`config.mk`:
```
export PLATFORM = sky130hd
export DESIGN_NAME = fpu_wb_scoreboard
export DESIGN_NICKNAME = d
export VERILOG_FILES = /design/src/rtl/fpu_wb_scoreboard.sv
export SDC_FILE = /design/constraint.sdc
export NUM_CORES = 1
export LEC_CHECK = 0
export ABC_CLOCK_PERIOD_IN_PS = 9000
export BUFFER_PORTS_ARGS = -buffer_cell sky130_fd_sc_hd__buf_2
export CAP_MARGIN = 20
export CORE_MARGIN = 1
export CORE_UTILIZATION = 53
export DETAILED_ROUTE_END_ITERATION = 10
export HOLD_SLACK_MARGIN = 0.1
export MAX_ROUTING_LAYER = met4
export PLACE_DENSITY_LB_ADDON = 0.2
export REMOVE_ABC_BUFFERS = 1
export SLEW_MARGIN = 30
export SYNTH_ARGS = -nofsm -noshare
export SYNTH_HDL_FRONTEND = slang
export SYNTH_SLANG_ARGS = --single-unit
export TNS_END_PERCENT = 1
```
`constraint.sdc`:
```
create_clock -name clock -period 9 [get_ports clock]
set_input_delay 2.7 -clock clock [delete_from_list [all_inputs] [get_ports clock]]
set_output_delay 2.7 -clock clock [all_outputs]
set_load 0.02 [all_outputs]
```
`src/rtl/fpu_wb_scoreboard.sv`:
```
// Hazard scoreboard and write-back arbiter for the 32-entry FP register file.
// Stalls conflicting issues and round-robins the single write port between FPU and load results.
module fpu_wb_scoreboard #(
    parameter int unsigned MAX_OUTSTANDING = 4,
    parameter int unsigned CNT_W           = $clog2(MAX_OUTSTANDING + 1)
) (
    input  logic              clock,
    input  logic              reset,
    input  logic              issue_valid_i,
    output logic              issue_ready_o,
    input  logic [4:0]        issue_rs1_i,
    input  logic [4:0]        issue_rs2_i,
    input  logic [4:0]        issue_rs3_i,
    input  logic [2:0]        issue_rs_used_i,
    input  logic [4:0]        issue_rd_i,
    input  logic              issue_rd_we_i,
    input  logic              fpu_wb_valid_i,
    output logic              fpu_wb_ready_o,
    input  logic [4:0]        fpu_wb_rd_i,
    input  logic [31:0]       fpu_wb_data_i,
    input  logic              ld_wb_valid_i,
    output logic              ld_wb_ready_o,
    input  logic [4:0]        ld_wb_rd_i,
    input  logic [31:0]       ld_wb_data_i,
    output logic              rf_we_o,
    output logic [4:0]        rf_rd_o,
    output logic [31:0]       rf_wdata_o,
    output logic              idle_o,
    output logic              wb_err_o
);

    logic [31:0]      r_busy;
    logic [CNT_W-1:0] r_pending;
    logic             r_last_grant;
    logic             r_rf_we;
    logic [4:0]       r_rf_rd;
    logic [31:0]      r_rf_wdata;
    logic             r_wb_err;

    logic             w_hazard;
    logic             w_issue_ready;
    logic             w_set;
    logic             w_grant_fpu;
    logic             w_grant_ld;
    logic             w_grant;
    logic [4:0]       w_wb_rd;
    logic [31:0]      w_wb_data;
    logic             w_wb_hit;
    logic             w_wb_miss;
    logic [31:0]      w_busy_nxt;
    logic [CNT_W-1:0] w_pending_nxt;

    // Issue hazard check; f0 is never marked busy so it never stalls.
    always_comb begin
        w_hazard = (issue_rs_used_i[0] && r_busy[issue_rs1_i])
                || (issue_rs_used_i[1] && r_busy[issue_rs2_i])
                || (issue_rs_used_i[2] && r_busy[issue_rs3_i])
                || (issue_rd_we_i && (issue_rd_i != 5'd0) && r_busy[issue_rd_i]);
        w_issue_ready = !reset && !w_hazard
                     && (!issue_rd_we_i || (issue_rd_i == 5'd0)
                         || (r_pending < CNT_W'(MAX_OUTSTANDING)));
        w_set = issue_valid_i && w_issue_ready && issue_rd_we_i && (issue_rd_i != 5'd0);
    end

    // Round-robin: on a tie the source that did not win last time is granted.
    always_comb begin
        w_grant_fpu = !reset && fpu_wb_valid_i && (!ld_wb_valid_i || r_last_grant);
        w_grant_ld  = !reset && ld_wb_valid_i && (!fpu_wb_valid_i || !r_last_grant);
        w_grant     = w_grant_fpu || w_grant_ld;
        w_wb_rd     = w_grant_ld ? ld_wb_rd_i : fpu_wb_rd_i;
        w_wb_data   = w_grant_ld ? ld_wb_data_i : fpu_wb_data_i;
        w_wb_hit    = w_grant && (w_wb_rd != 5'd0) && r_busy[w_wb_rd];
        w_wb_miss   = w_grant && (w_wb_rd != 5'd0) && !r_busy[w_wb_rd];
    end

    // Scoreboard update: commit clear and issue set can land together on different registers.
    always_comb begin
        w_busy_nxt    = r_busy;
        w_pending_nxt = r_pending;
        if (w_wb_hit) begin
            w_busy_nxt[w_wb_rd] = 1'b0;
        end
        if (w_set) begin
            w_busy_nxt[issue_rd_i] = 1'b1;
        end
        case ({w_set, w_wb_hit})
            2'b10:   w_pending_nxt = r_pending + CNT_W'(1);
            2'b01:   w_pending_nxt = r_pending - CNT_W'(1);
            default: w_pending_nxt = r_pending;
        endcase
    end

    always_ff @(posedge clock) begin
        if (reset) begin
            r_busy       <= 32'd0;
            r_pending    <= '0;
            r_last_grant <= 1'b1;
            r_rf_we      <= 1'b0;
            r_rf_rd      <= 5'd0;
            r_rf_wdata   <= 32'd0;
            r_wb_err     <= 1'b0;
        end else begin
            r_busy    <= w_busy_nxt;
            r_pending <= w_pending_nxt;
            r_rf_we   <= w_grant;
            if (w_grant) begin
                r_last_grant <= w_grant_ld;
                r_rf_rd      <= w_wb_rd;
                r_rf_wdata   <= w_wb_data;
            end
            if (w_wb_miss) begin
                r_wb_err <= 1'b1;
            end
        end
    end

    assign issue_ready_o  = w_issue_ready;
    assign fpu_wb_ready_o = w_grant_fpu;
    assign ld_wb_ready_o  = w_grant_ld;
    assign rf_we_o        = r_rf_we;
    assign rf_rd_o        = r_rf_rd;
    assign rf_wdata_o     = r_rf_wdata;
    assign idle_o         = (r_pending == '0) && !r_rf_we;
    assign wb_err_o       = r_wb_err;

endmodule

```
# Word level (Yosys, flattened, before mapping)
# Index checks and enable logic that the tools add are counted.
classes:
  n_addsub: 2
  n_lt_le_gt_ge: 8
  n_eq_ne: 2
  mux: 19
  bitwise_logic: 3
  n_reduce_logical: 41
ops:
  columns: ["cell", "count"]
  rows:
  - ["32-bit two-way mux", 3]
  - ["32-bit AND", 1]
  - ["32-bit NOT", 1]
  - ["32-bit bitwise OR", 1]
  - ["5-bit by 6-bit < comparator with 1-bit output (second input constant)", 5]
  - ["1-bit binary-select mux with 5-bit select", 5]
  - ["1-bit logical AND", 20]
  - ["1-bit demux with 5-bit select", 2]
  - ["5-bit by 1-bit greater-or-equal comparator with 1-bit output (second input constant)", 2]
  - ["5-bit nonzero test", 2]
  - ["1-bit zero test", 8]
  - ["1-bit logical OR", 8]
  - ["1-bit two-way mux", 7]
  - ["3-bit case mux with 2 select lines", 1]
  - ["5-bit zero test", 1]
  - ["5-bit two-way mux", 1]
  - ["3-bit by 1-bit adder with 3-bit output (second input constant)", 1]
  - ["3-bit zero test", 1]
  - ["3-bit < comparator (second input constant)", 1]
  - ["3-bit by 1-bit subtractor with 3-bit output (second input constant)", 1]
  - ["2-bit by 1-bit equality test with 1-bit output (second input constant)", 1]
  - ["2-bit equality test (second input constant)", 1]
  - ["2-bit nonzero test", 1]
word_totals:
  reg_bits: 75
  in_bits: 103
  output_inout_bits: 43

# Logic depth before layout (Yosys ltp)
# Gate-level depths: netlist of the first run.
depth:
  word_depth: 14
  mapped_depth: 15
  mapped_depth_nobuf: 13

# Worst setup path after synthesis of the first run
# No wires, ideal clock.
synth_path:
  path_kind: "input port to output port"
  from: "input port issue_rs3_i[1]"
  to: "output port issue_ready_o"
  t_arrival_ns: 4.418
  setup_slack_ns: 1.882
  path_stages: 7
  path_buffers: 1
  path_cell_list: "buf_6 > mux4_1 > mux4_2 > nand2_1 > o21ai_2 > a211oi_2 > and2_2"
synth_between:
  elab_chain_cells: 8
synth_lines:
  columns: ["item", "line_no", "source"]
  rows:
  - ["start: declaration", "13", "input logic [4:0] issue_rs3_i,"]
  - ["1-bit binary-select mux with 5-bit select", "57", "|| (issue_rs_used_i[2] && r_busy[issue_rs3_i])"]
  - ["1-bit two-way mux (not written as such)", "57", null]
  - ["1-bit logical AND", "57", null]
  - ["1-bit logical OR", "57", null]
  - ["1-bit logical OR", "58", "|| (issue_rd_we_i && (issue_rd_i != 5'd0) && r_busy[issue_rd_i]);"]
  - ["1-bit zero test", "59", "w_issue_ready = !reset && !w_hazard"]
  - ["1-bit logical AND", "59", null]
  - ["1-bit logical AND", "60", "&& (!issue_rd_we_i || (issue_rd_i == 5'd0)"]
  - ["end: declaration", "10", "output logic issue_ready_o,"]
# Every way passes these cells. The select of a mux whose other input is x is not followed.

# Worst setup path in the final report of the first run
layout_path:
  from: "input port issue_rs2_i[1]"
  to: "output port issue_ready_o"
layout_between:
  elab_chain_cells: 9
layout_lines:
  columns: ["item", "line_no", "source"]
  rows:
  - ["start: declaration", "12", "input logic [4:0] issue_rs2_i,"]
  - ["1-bit binary-select mux with 5-bit select", "56", "|| (issue_rs_used_i[1] && r_busy[issue_rs2_i])"]
  - ["1-bit two-way mux (not written as such)", "56", null]
  - ["1-bit logical AND", "56", null]
  - ["1-bit logical OR", "56", null]
  - ["1-bit logical OR", "57", null]
  - ["1-bit logical OR", "58", null]
  - ["1-bit zero test", "59", null]
  - ["1-bit logical AND", "59", null]
  - ["1-bit logical AND", "60", null]
# Every way passes these cells. The select of a mux whose other input is x is not followed.

==> results.py, run 1 <==
metrics = {
    "setup_path": {
        "cpPeakStageDelay_ps": 580,
        "cp_common_cell": "buf_2",
        "path_buf_inv": 2,
        "crit_chain": "buf_2 -> mux4_1 -> mux4_2 -> nor2b_1 -> nor3_1 -> a211oi_2 -> and2_2 -> buf_2",
        "critPathCaptureType": "output port",
        "arrival_ps": 4820,
        "path_max_fanout": 8,
        "cp-start-kind": "input port",
        "crit_family": "multiplexers",
        "crit_type": "in2out",
        "slowest_stage": "mux4_1",
        "critPathRequiredTime_ps": 6300,
    },
    "global_routing": {
        "grt-busiest-layer": "met2",
        "grtUsageMet3_pct": 6.42,
        "grt_first_pass_wirelength_microns": 25900,
        "grt_use_met2_pct": 53.1,
        "use_met1_pct": 41.5,
        "grt-ovfl-total": 0,
        "grt_usage_pct": 34.3,
        "grt_max_degree": 74,
        "grt_pass1_vias": 5110,
        "antenna_found_initial": 0,
    },
    "clock_network": {
        "cts_tree": "done",
        "postCtsHoldBufs": 0,
        "cts_inserted_buffers": 9,
        "htree_num_levels": 3,
        "clock_path_buffers": 2,
        "clk_latency_ps": 360,
        "post_cts_buffers": 0,
        "cts_resized": 0,
        "clk_pin_slew_ps": 90,
        "clockRootBuffer": "clkbuf_8",
        "clkSinkCount": 75,
    },
    "finish": {
        "antenna_cells": 0,
        "area_delta_synth_final_pct": 16.5,
        "final_area_sq_um": 6070,
        "fillCellCount": 822,
        "final_common_cell": "buf_2",
        "final_cells": 766,
        "nets": 737,
        "drive_gt1_share_pct": 34.1,
        "mostFrequentLayoutCells": "145 x buf_2, 75 x dfxtp_1, 63 x mux2i_1, 53 x nor2_1, 37 x a211oi_1",
    },
    "power": {
        "power_w": 0.000822,
        "clockPowerShare_pct": 33.3,
        "cellLeakagePower_nw": 2.46,
        "netSwitchingFraction_pct": 32.7,
        "p_int_w": 0.000553,
        "max-vdd-ir-drop_mv": 0.110,
        "p_per_area_nw_per_um2": 135,
        "p_sw_w": 0.000269,
        "seqPwrFrac_pct": 43.8,
        "pwr-share-comb_pct": 22.9,
    },
    "timing": {
        "fmax_mhz": 133,
        "final-max-slew-violation-count": 0,
        "setup_slack_ps": 1480,
        "rsz0062_at_grt": "false",
        "hold_viol_final": 0,
        "fin_skew_ps": 10.9,
        "finalCriticalPeriod_ps": 7520,
        "setup_violations": 0,
        "worst_pin_slew_ps": 771,
        "fin_crit_sh_pct": 83.6,
        "finalSetupTns_ps": 0,
        "maxSlewHeadroom_pct": 47.3,
    },
    "logic_synthesis": {
        "yosysUniqueCellTypes": 69,
        "yosys_register_bits": 75,
        "synth_flop_cell": "dfxtp_1",
        "synth_area_sq_um": 5210,
        "yosysWarnings": 0,
        "syn_avg_cell_area_sq_um": 10.1,
        "netlist_instances": 516,
        "ys_async_sr_fraction_pct": 0,
        "synth_edf_count": 0,
        "synth-seq-area-share_pct": 28.8,
    },
    "floorplanning": {
        "start_util_pct": 55.6,
        "die_area_sq_um": 10200,
        "core_sq_um": 9370,
        "fp.dieW_microns": 101,
        "num_io_pins": 146,
        "fp-row-count": 35,
        "die_h_microns": 101,
    },
    "placement": {
        "dpl.cell_count": 750,
        "io_buffers": 145,
        "dpl_worst_slack_ps": 1470,
        "place.gp.congestion": 0.943,
        "dp_hpwl_microns": 11400,
        "place_area_sq_um": 5870,
    },
    "drt": {
        "wl_microns": 16200,
        "drt_pass1_iterations": 5,
        "ant_nets": 0,
        "wire_per_inst_microns": 21.2,
        "detail_route.drc_violations": 0,
        "via_per_inst": 6.64,
        "drtIter0Drc": 434,
        "vias": 5083,
    },
    "min_path": {
        "hp-class": "reg2reg",
    },
    "run_status": {
        "status": "finished clean",
    },
    "run": {
        "cap_viol_max_count": 0,
    },
}
flip-flops by register name, indices dropped and copies added, names as in the netlist:
name and cells:
r_busy 32, r_last_grant 1, r_pending 3, rf_rd_o 5
rf_wdata_o 32, rf_we_o 1, wb_err_o 1
synthesized netlist by cell type, drive strengths merged, types with 3 or more instances:
library cell / number / share of area (%)
o211ai: 3 / 0.43
or3b: 3 / 0.50
a211oi: 38 / 5.6
a41oi: 3 / 0.79
a21oi: 3 / 0.29
nand3: 8 / 0.96
a2111oi: 13 / 2.3
and3: 9 / 1.2
o21ai: 43 / 4.4
or2b: 6 / 0.94
o311ai: 30 / 5.2
and2: 5 / 0.65
mux4: 33 / 15
dfxtp: 75 / 29
nor2b: 11 / 1.3
nor2: 53 / 3.8
o221ai: 3 / 0.50
inv: 6 / 0.43
o22ai: 3 / 0.36
buf: 23 / 3.3
nand2b: 6 / 0.72
nand2: 15 / 1.1
nor4b: 4 / 0.67
mux2i: 63 / 12
nor4: 4 / 0.48
clkbuf: 22 / 2.0
per-stage QoR:
stage	hold WS [ps]	util, %
after floorplan	465	-
after global placement	465	62.6
after detailed placement	487	62.6
after CTS	509	64.8
after global routing	545	64.8
final	497	64.8
tightest hold or removal path: stages, from the launching register on:
cell and delay (ps):
dfxtp_1 340, a21oi_1 50, nor2_1 80
power groups by stage:
stage | Clock (W) | Combinational, W | Sequential, W
CTS | 0.000278 | 0.000187 | 0.000360
global placement | 0 | 0.000182 | 0.000366
detailed placement | 0 | 0.000187 | 0.000367
global route | 0.000290 | 0.000203 | 0.000362
floorplan | 0 | 0.0000892 | 0.000384
finish | 0.000274 | 0.000189 | 0.000360
path summary, 6_finish.rpt:
kind | start | to | slack, ps | depth (start not counted)
setup / recovery | issue_rs2_i[1] | issue_ready_o | 1480 | 8
hold / removal | wb_err_o$_SDFFE_PP0P_ | wb_err_o$_SDFFE_PP0P_ | 500 | 2
setup reg to reg | r_last_grant$_SDFFE_PP1P_ | r_pending[2]$_SDFFE_PP0P_ | 5220 | 13
hold reg to reg | wb_err_o$_SDFFE_PP0P_ | wb_err_o$_SDFFE_PP0P_ | 500 | 2
final cells by class:
type	instances	area (sq um)	area share, %
timing repair buffer	150	763	12.6
inverter	6	22.5	0.371
sequential	75	1500	24.7
clock inverter	7	83.8	1.38
clock buffer	9	124	2.04
tap	129	161	2.66
multi-input combinational	390	3420	56.3
cell families after synthesis:
logic type,share of synthesized area (%)
AO/OA/AOI/OAI,21.6
AND/OR/NAND/NOR,15.2
multiplexers,27.7
flip-flops,28.8
buffers and inverters,5.66
XOR/XNOR,0.336
adder cells (fa/ha/maj),0.624
layer usage:
layer	share of wire, %	wire length, microns	vias up
li1	-	-	2296
met1	40	6450	2377
met2	46	7370	335
met3	9.7	1570	75
met4	5.0	805	0
met5	0	0	-
(Power assumes the default switching activity.)
==> run 2: changes to the inputs <==
--- a/config.mk
+++ b/config.mk
@@ -5,7 +5,8 @@
 export SDC_FILE = /design/constraint.sdc
 export NUM_CORES = 1
 export LEC_CHECK = 0
-export ABC_CLOCK_PERIOD_IN_PS = 9000
+export ABC_AREA = 1
+export ABC_CLOCK_PERIOD_IN_PS = 7880
 export BUFFER_PORTS_ARGS = -buffer_cell sky130_fd_sc_hd__buf_2
 export CAP_MARGIN = 20
 export CORE_MARGIN = 1
==> constraint.sdc (replaced) <==
create_clock -name clock -period 7.88 [get_ports clock]
set_input_delay 2.364 -clock clock [delete_from_list [all_inputs] [get_ports clock]]
set_output_delay 2.364 -clock clock [all_outputs]
set_load 0.02 [all_outputs]
==> results.py, run 2 <==
metrics = {
    "setup_path": {
        "cp_common_cell": "nand2_1",
        "path_max_fanout": 33,
        "critPathRequiredTime_ps": 5520,
        "arrival_ps": 4370,
        "critPathCaptureType": "output port",
        "cpPeakStageDelay_ps": 300,
        "cp-start-kind": "input port",
        "crit_family": "simple AND/OR/NAND/NOR gates",
        "path_buf_inv": 4,
        "crit_chain": "buf_2 -> inv_2 -> nand2_2 -> nor2_1 -> nor2_1 -> nand2_1 -> nand2_1 -> nand2_1 -> nor2_1 -> nand2_1 -> nand2_1 -> nand3_1 -> nor2_4 -> buf_4 -> buf_2",
        "crit_type": "in2out",
        "slowest_stage": "buf_4",
    },
    "floorplanning": {
        "core_sq_um": 10300,
        "start_util_pct": 54.5,
        "fp.dieW_microns": 105,
        "die_h_microns": 105,
        "fp-row-count": 37,
        "die_area_sq_um": 11000,
        "num_io_pins": 146,
    },
    "timing": {
        "finalSetupTns_ps": 0,
        "setup_violations": 0,
        "fin_skew_ps": 17.7,
        "finalCriticalPeriod_ps": 6740,
        "maxSlewHeadroom_pct": 59.0,
        "final-max-slew-violation-count": 0,
        "whs_ps": 490,
        "worst_pin_slew_ps": 615,
        "hold_viol_final": 0,
        "setup_slack_ps": 1140,
        "rsz0062_at_grt": "false",
        "fmax_mhz": 148,
        "fin_crit_sh_pct": 85.5,
    },
    "placement": {
        "dpl_worst_slack_ps": 1190,
        "dpl.cell_count": 1187,
        "io_buffers": 145,
        "dp_hpwl_microns": 12800,
        "place.gp.congestion": 0.984,
    },
    "run": {
        "cap_viol_max_count": 0,
    },
    "global_routing": {
        "grt-ovfl-total": 0,
        "antenna_found_initial": 0,
        "grt_first_pass_wirelength_microns": 29300,
        "grt_max_degree": 76,
        "grt_pass1_vias": 5831,
        "grt_usage_pct": 34.5,
    },
    "clock_network": {
        "clk_latency_ps": 370,
        "clock_path_buffers": 2,
        "cts_inserted_buffers": 9,
        "postCtsHoldBufs": 0,
        "post_cts_buffers": 0,
        "htree_num_levels": 3,
        "clk_pin_slew_ps": 90,
        "cts_resized": 0,
        "cts_tree": "done",
        "clkSinkCount": 75,
        "clockRootBuffer": "clkbuf_8",
    },
    "drt": {
        "vias": 6666,
        "via_per_inst": 5.54,
        "ant_nets": 0,
        "detail_route.drc_violations": 0,
        "drt_pass1_iterations": 8,
        "wl_microns": 18300,
        "wire_per_inst_microns": 15.2,
        "drtIter0Drc": 839,
    },
    "finish": {
        "nets": 1167,
        "fillCellCount": 1083,
        "area_delta_synth_final_pct": 14.8,
        "final_cells": 1203,
        "multiInputGateArea_sq_um": 3460,
        "drive_gt1_share_pct": 20.1,
        "ff_latch_area_sq_um": 1500,
        "mostFrequentLayoutCells": "306 x nand2_1, 145 x buf_2, 118 x nand3_1, 92 x nor2_1, 76 x inv_1",
        "antenna_cells": 0,
        "final_common_cell": "nand2_1",
    },
    "logic_synthesis": {
        "yosysMostFrequentCell": "nand2_1",
        "synth_top_cell_by_area": "dfxtp_1",
        "yosysUniqueCellTypes": 35,
        "netlist_instances": 957,
        "syn_avg_cell_area_sq_um": 5.88,
        "yosysWarnings": 0,
        "synth_flop_cell": "dfxtp_1",
        "ys_async_sr_fraction_pct": 0,
        "synth_area_sq_um": 5630,
        "yosys_register_bits": 75,
        "synth_edf_count": 0,
        "yosys.area.top_type_share_pct": 26.7,
        "synthTopCellsByCount": "307 x nand2_1, 118 x nand3_1, 93 x nor2_1",
        "synth_top_cells_by_area": "dfxtp_1 27%, nand2_1 20%, nand3_1 10%, nor2_1 6.2%, inv_1 5.1%",
        "synth-seq-area-share_pct": 26.7,
    },
    "run_status": {
        "status": "finished clean",
    },
    "power": {
        "p_per_area_nw_per_um2": 158,
        "cellLeakagePower_nw": 2.88,
        "power_w": 0.00102,
        "max-vdd-ir-drop_mv": 0.122,
    },
    "min_path": {
        "hp-class": "reg2reg",
    },
}
-- run 2: cell types whose count changed in the layout (fill, tap and decap cells not counted), moves of 30 or more --
| cell | previous run | this run |
|---|---|---|
| o21ai_0 | 10 | 55 |
| nand4_1 | 1 | 35 |
| a31oi_1 | 2 | 32 |
| nor2_1 | 53 | 92 |
| inv_1 | 5 | 76 |
| a211oi_1 | 37 | 0 |
| a21oi_1 | 3 | 46 |
| nand3_1 | 6 | 118 |
| nand2_1 | 14 | 306 |
| mux2i_1 | 63 | 0 |
-- run 2: layer usage --
metal,routed length [microns],vias to the layer above,share of wire [%],GRT usage [%]
li1,-,3344,-,-
met1,7750,2952,42,46.7
met2,8120,328,44,53.5
met3,1810,42,9.9,4.55
met4,634,0,3.5,11.0
met5,0,-,0,-
-- run 2: kinds of logic after synthesis --
logic type / after synthesis / share of synthesized area, %
AOI/OAI and AO/OA: 150 / 15.1
adders and majority gates: 2 / 0.578
buffers and inverters: 143 / 11.9
and+or+nand+nor: 586 / 45.6
xor gates and xnor gates: 1 / 0.156
DFF: 75 / 26.7
-- run 2: cell type report --
type / instances / share of cell area (%)
clock buffer: 9 / 1.92
clock inverter: 7 / 1.47
inverter: 84 / 5.00
multi-input combinational: 739 / 53.6
sequential: 75 / 23.2
tap: 136 / 2.63
timing repair buffer: 153 / 12.2
-- run 2: worst paths after layout --
kind | from | to | slack (ps) | cells after the start
max reg2reg | r_last_grant$_SDFFE_PP1P_ | r_pending[1]$_SDFFE_PP0P_ | 4340 | 18
min reg2reg | wb_err_o$_SDFFE_PP0P_ | wb_err_o$_SDFFE_PP0P_ | 490 | 2
min | wb_err_o$_SDFFE_PP0P_ | wb_err_o$_SDFFE_PP0P_ | 490 | 2
max | issue_rd_i[0] | issue_ready_o | 1140 | 15
-- run 2: worst min-delay path, cell delays in order (launching register included) --
cell	delay (ps)
dfxtp_1	360
a21oi_2	40
nor2_1	70
-- run 2: where the power goes --
group          switching [W]  internal (W)  total, W
clock network       0.000178      0.000156  0.000333
registers          0.0000122      0.000401  0.000413
logic               0.000185     0.0000866  0.000272
total               0.000375      0.000643   0.00102
-- run 2: metrics by stage --
| stage | util, % | area (sq um) |
|---|---|---|
| 3_5_place_dp | 60.4 | 6240 |
| 2_1_floorplan | - | 5280 |
| 3_3_place_gp | 60.4 | 6240 |
| 5_1_grt | 62.6 | 6460 |
| 6_report | 62.6 | 6460 |
| 4_1_cts | 62.6 | 6460 |
==> run 3: changes to the inputs <==
--- a/config.mk
+++ b/config.mk
@@ -5,10 +5,10 @@
 export SDC_FILE = /design/constraint.sdc
 export NUM_CORES = 1
 export LEC_CHECK = 0
-export ABC_AREA = 1
 export ABC_CLOCK_PERIOD_IN_PS = 7880
 export BUFFER_PORTS_ARGS = -buffer_cell sky130_fd_sc_hd__buf_2
 export CAP_MARGIN = 20
+export CORE_ASPECT_RATIO = 0.75
 export CORE_MARGIN = 1
 export CORE_UTILIZATION = 53
 export DETAILED_ROUTE_END_ITERATION = 10
==> results.py, run 3 (synthesis gave the netlist of run 1 again) <==
metrics = {
    "global_routing": {
        "grt_pass1_vias": 4744,
        "grt_first_pass_wirelength_microns": 25600,
        "antenna_found_initial": 0,
        "grt_usage_pct": 34.8,
        "grt-ovfl-total": 0,
        "grt_max_degree": 74,
    },
    "timing": {
        "worst_pin_slew_ps": 753,
        "hold_viol_final": 0,
        "fmax_mhz": 142,
        "setup_violations": 0,
        "finalCriticalPeriod_ps": 7060,
        "fin_skew_ps": 8.50,
        "finalSetupTns_ps": 0,
        "fin_crit_sh_pct": 89.6,
        "maxSlewHeadroom_pct": 48.5,
        "rsz0062_at_grt": "false",
        "final-max-slew-violation-count": 0,
    },
    "placement": {
        "place.gp.congestion": 0.949,
        "io_buffers": 145,
        "dpl.cell_count": 749,
        "dp_hpwl_microns": 11700,
    },
    "finish": {
        "drive_gt1_share_pct": 34.1,
        "area_delta_synth_final_pct": 17.9,
        "final_common_cell": "buf_2",
        "final_cells": 766,
        "mostFrequentLayoutCells": "145 x buf_2, 75 x dfxtp_1, 63 x mux2i_1, 53 x nor2_1, 37 x a211oi_1",
        "nets": 737,
    },
    "power": {
        "max-vdd-ir-drop_mv": 0.128,
        "clockPowerShare_pct": 38.0,
        "netSwitchingFraction_pct": 31.3,
        "p_per_area_nw_per_um2": 165,
        "p_int_w": 0.000696,
        "p_sw_w": 0.000317,
        "cellLeakagePower_nw": 2.49,
        "seqPwrFrac_pct": 40.6,
        "pwr-share-comb_pct": 21.4,
    },
    "clock_network": {
        "clk_latency_ps": 340,
        "clockRootBuffer": "clkbuf_16",
        "cts_resized": 0,
        "cts_tree": "done",
        "postCtsHoldBufs": 0,
        "clkSinkCount": 75,
        "cts_inserted_buffers": 9,
        "clock_path_buffers": 2,
        "htree_num_levels": 3,
        "post_cts_buffers": 0,
        "clk_pin_slew_ps": 60,
    },
    "setup_path": {
        "cp_common_cell": "buf_2",
        "cp-start-kind": "input port",
        "path_max_fanout": 8,
        "r2r_start": "r_last_grant$_SDFFE_PP1P_",
        "crit_type": "in2out",
        "reg2reg_to": "r_pending[2]$_SDFFE_PP0P_",
        "arrival_ps": 4690,
        "crit_chain": "buf_2 -> mux4_1 -> mux4_2 -> nor2b_1 -> nor3_1 -> a211oi_2 -> and2_2 -> buf_2",
        "slowest_stage": "mux4_1",
        "rr_worst_depth": 13,
        "critPathCaptureType": "output port",
        "cpPeakStageDelay_ps": 580,
        "rrSetupSlack_ps": 4020,
        "critPathRequiredTime_ps": 5520,
    },
    "floorplanning": {
        "num_io_pins": 146,
        "fp.dieW_microns": 117,
        "die_area_sq_um": 10200,
        "die_h_microns": 87.9,
        "start_util_pct": 56.0,
        "fp-row-count": 30,
        "core_sq_um": 9310,
    },
    "run_status": {
        "status": "finished clean",
    },
    "drt": {
        "drtIter0Drc": 526,
        "wire_per_inst_microns": 21.5,
        "wl_microns": 16500,
        "via_per_inst": 6.67,
        "ant_nets": 0,
        "drt_pass1_iterations": 5,
        "detail_route.drc_violations": 0,
        "vias": 5108,
    },
    "run": {
        "cap_viol_max_count": 0,
    },
    "min_path": {
        "holdPathStages": 2,
        "hold_path_startpoint": "wb_err_o$_SDFFE_PP0P_",
        "holdPathEnd": "wb_err_o$_SDFFE_PP0P_",
        "hp-class": "reg2reg",
    },
}
run 3: cell types whose count changed in the layout (fill, tap and decap cells not counted), moves of 14 or more:
cell / previous run / this run
nand2_1: 306 / 14
a31oi_1: 32 / 2
o311ai_1: 0 / 26
mux4_2: 0 / 20
a211oi_1: 0 / 37
o21ai_1: 3 / 29
nand2_2: 15 / 1
nand4_1: 35 / 1
nand3_1: 118 / 6
nor2_1: 92 / 53
a21oi_1: 46 / 3
mux2i_1: 0 / 63
o21ai_0: 55 / 10
inv_1: 76 / 5
run 3: through the flow:
step	total power [W]	utilization, %	hold slack (ps)	setup slack [ps]	area (sq um)
floorplan	0.000540	-	465	1240	4940
global placement	0.000627	63.0	449	975	5860
detailed placement	0.000633	63.0	463	886	5860
CTS	0.00101	66.0	480	887	6140
global route	0.00105	66.0	518	625	6140
finish	0.00101	66.0	481	823	6140
run 3: critical path, delay by kind of cell:
| kind | cells | cell delay, ps |
|---|---|---|
| simple gates | 3 | 460 |
| compound gates | 1 | 430 |
| buf+inv | 2 | 390 |
| mux | 2 | 1050 |
run 3: cell type report:
| cell class | instances | area [sq um] |
|---|---|---|
| diodes | 1 | 2.50 |
| clock buffers | 9 | 225 |
| clock inverters | 7 | 51.3 |
| fillers | 780 | 3170 |
| inverters | 6 | 22.5 |
| multi-input cells | 390 | 3420 |
| flip-flops and latches | 75 | 1500 |
| well taps | 128 | 160 |
| repair buffers | 150 | 763 |
run 3: worst max-delay path by stage:
| stage | startpoint | endpoint | slack, ps | cells past startpoint |
|---|---|---|---|---|
| 2_1_floorplan | reset | fpu_wb_ready_o | 1240 | 2 |
| 3_3_place_gp | issue_rs2_i[1] | issue_ready_o | 970 | 8 |
| 3_5_place_dp | issue_rs2_i[1] | issue_ready_o | 890 | 8 |
| 4_1_cts | issue_rs2_i[1] | issue_ready_o | 890 | 8 |
| 5_1_grt | issue_rs2_i[1] | issue_ready_o | 620 | 7 |
| 6_report | issue_rs2_i[1] | issue_ready_o | 820 | 8 |
run 3: per-layer routing:
metal	GRT usage (%)	wire length, microns	up-vias
met5	-	0	-
met4	11.8	422	0
met3	12.0	2060	67
met2	52.8	7440	333
met1	43.1	6570	2407
li1	-	-	2301
run 3: power by group through the flow:
stage | combinational [W] | sequential [W] | clock (W)
global route | 0.000234 | 0.000413 | 0.000407
CTS | 0.000215 | 0.000411 | 0.000389
detailed placement | 0.000214 | 0.000419 | 0
floorplan | 0.000102 | 0.000438 | 0
finish | 0.000217 | 0.000411 | 0.000385
global placement | 0.000210 | 0.000418 | 0
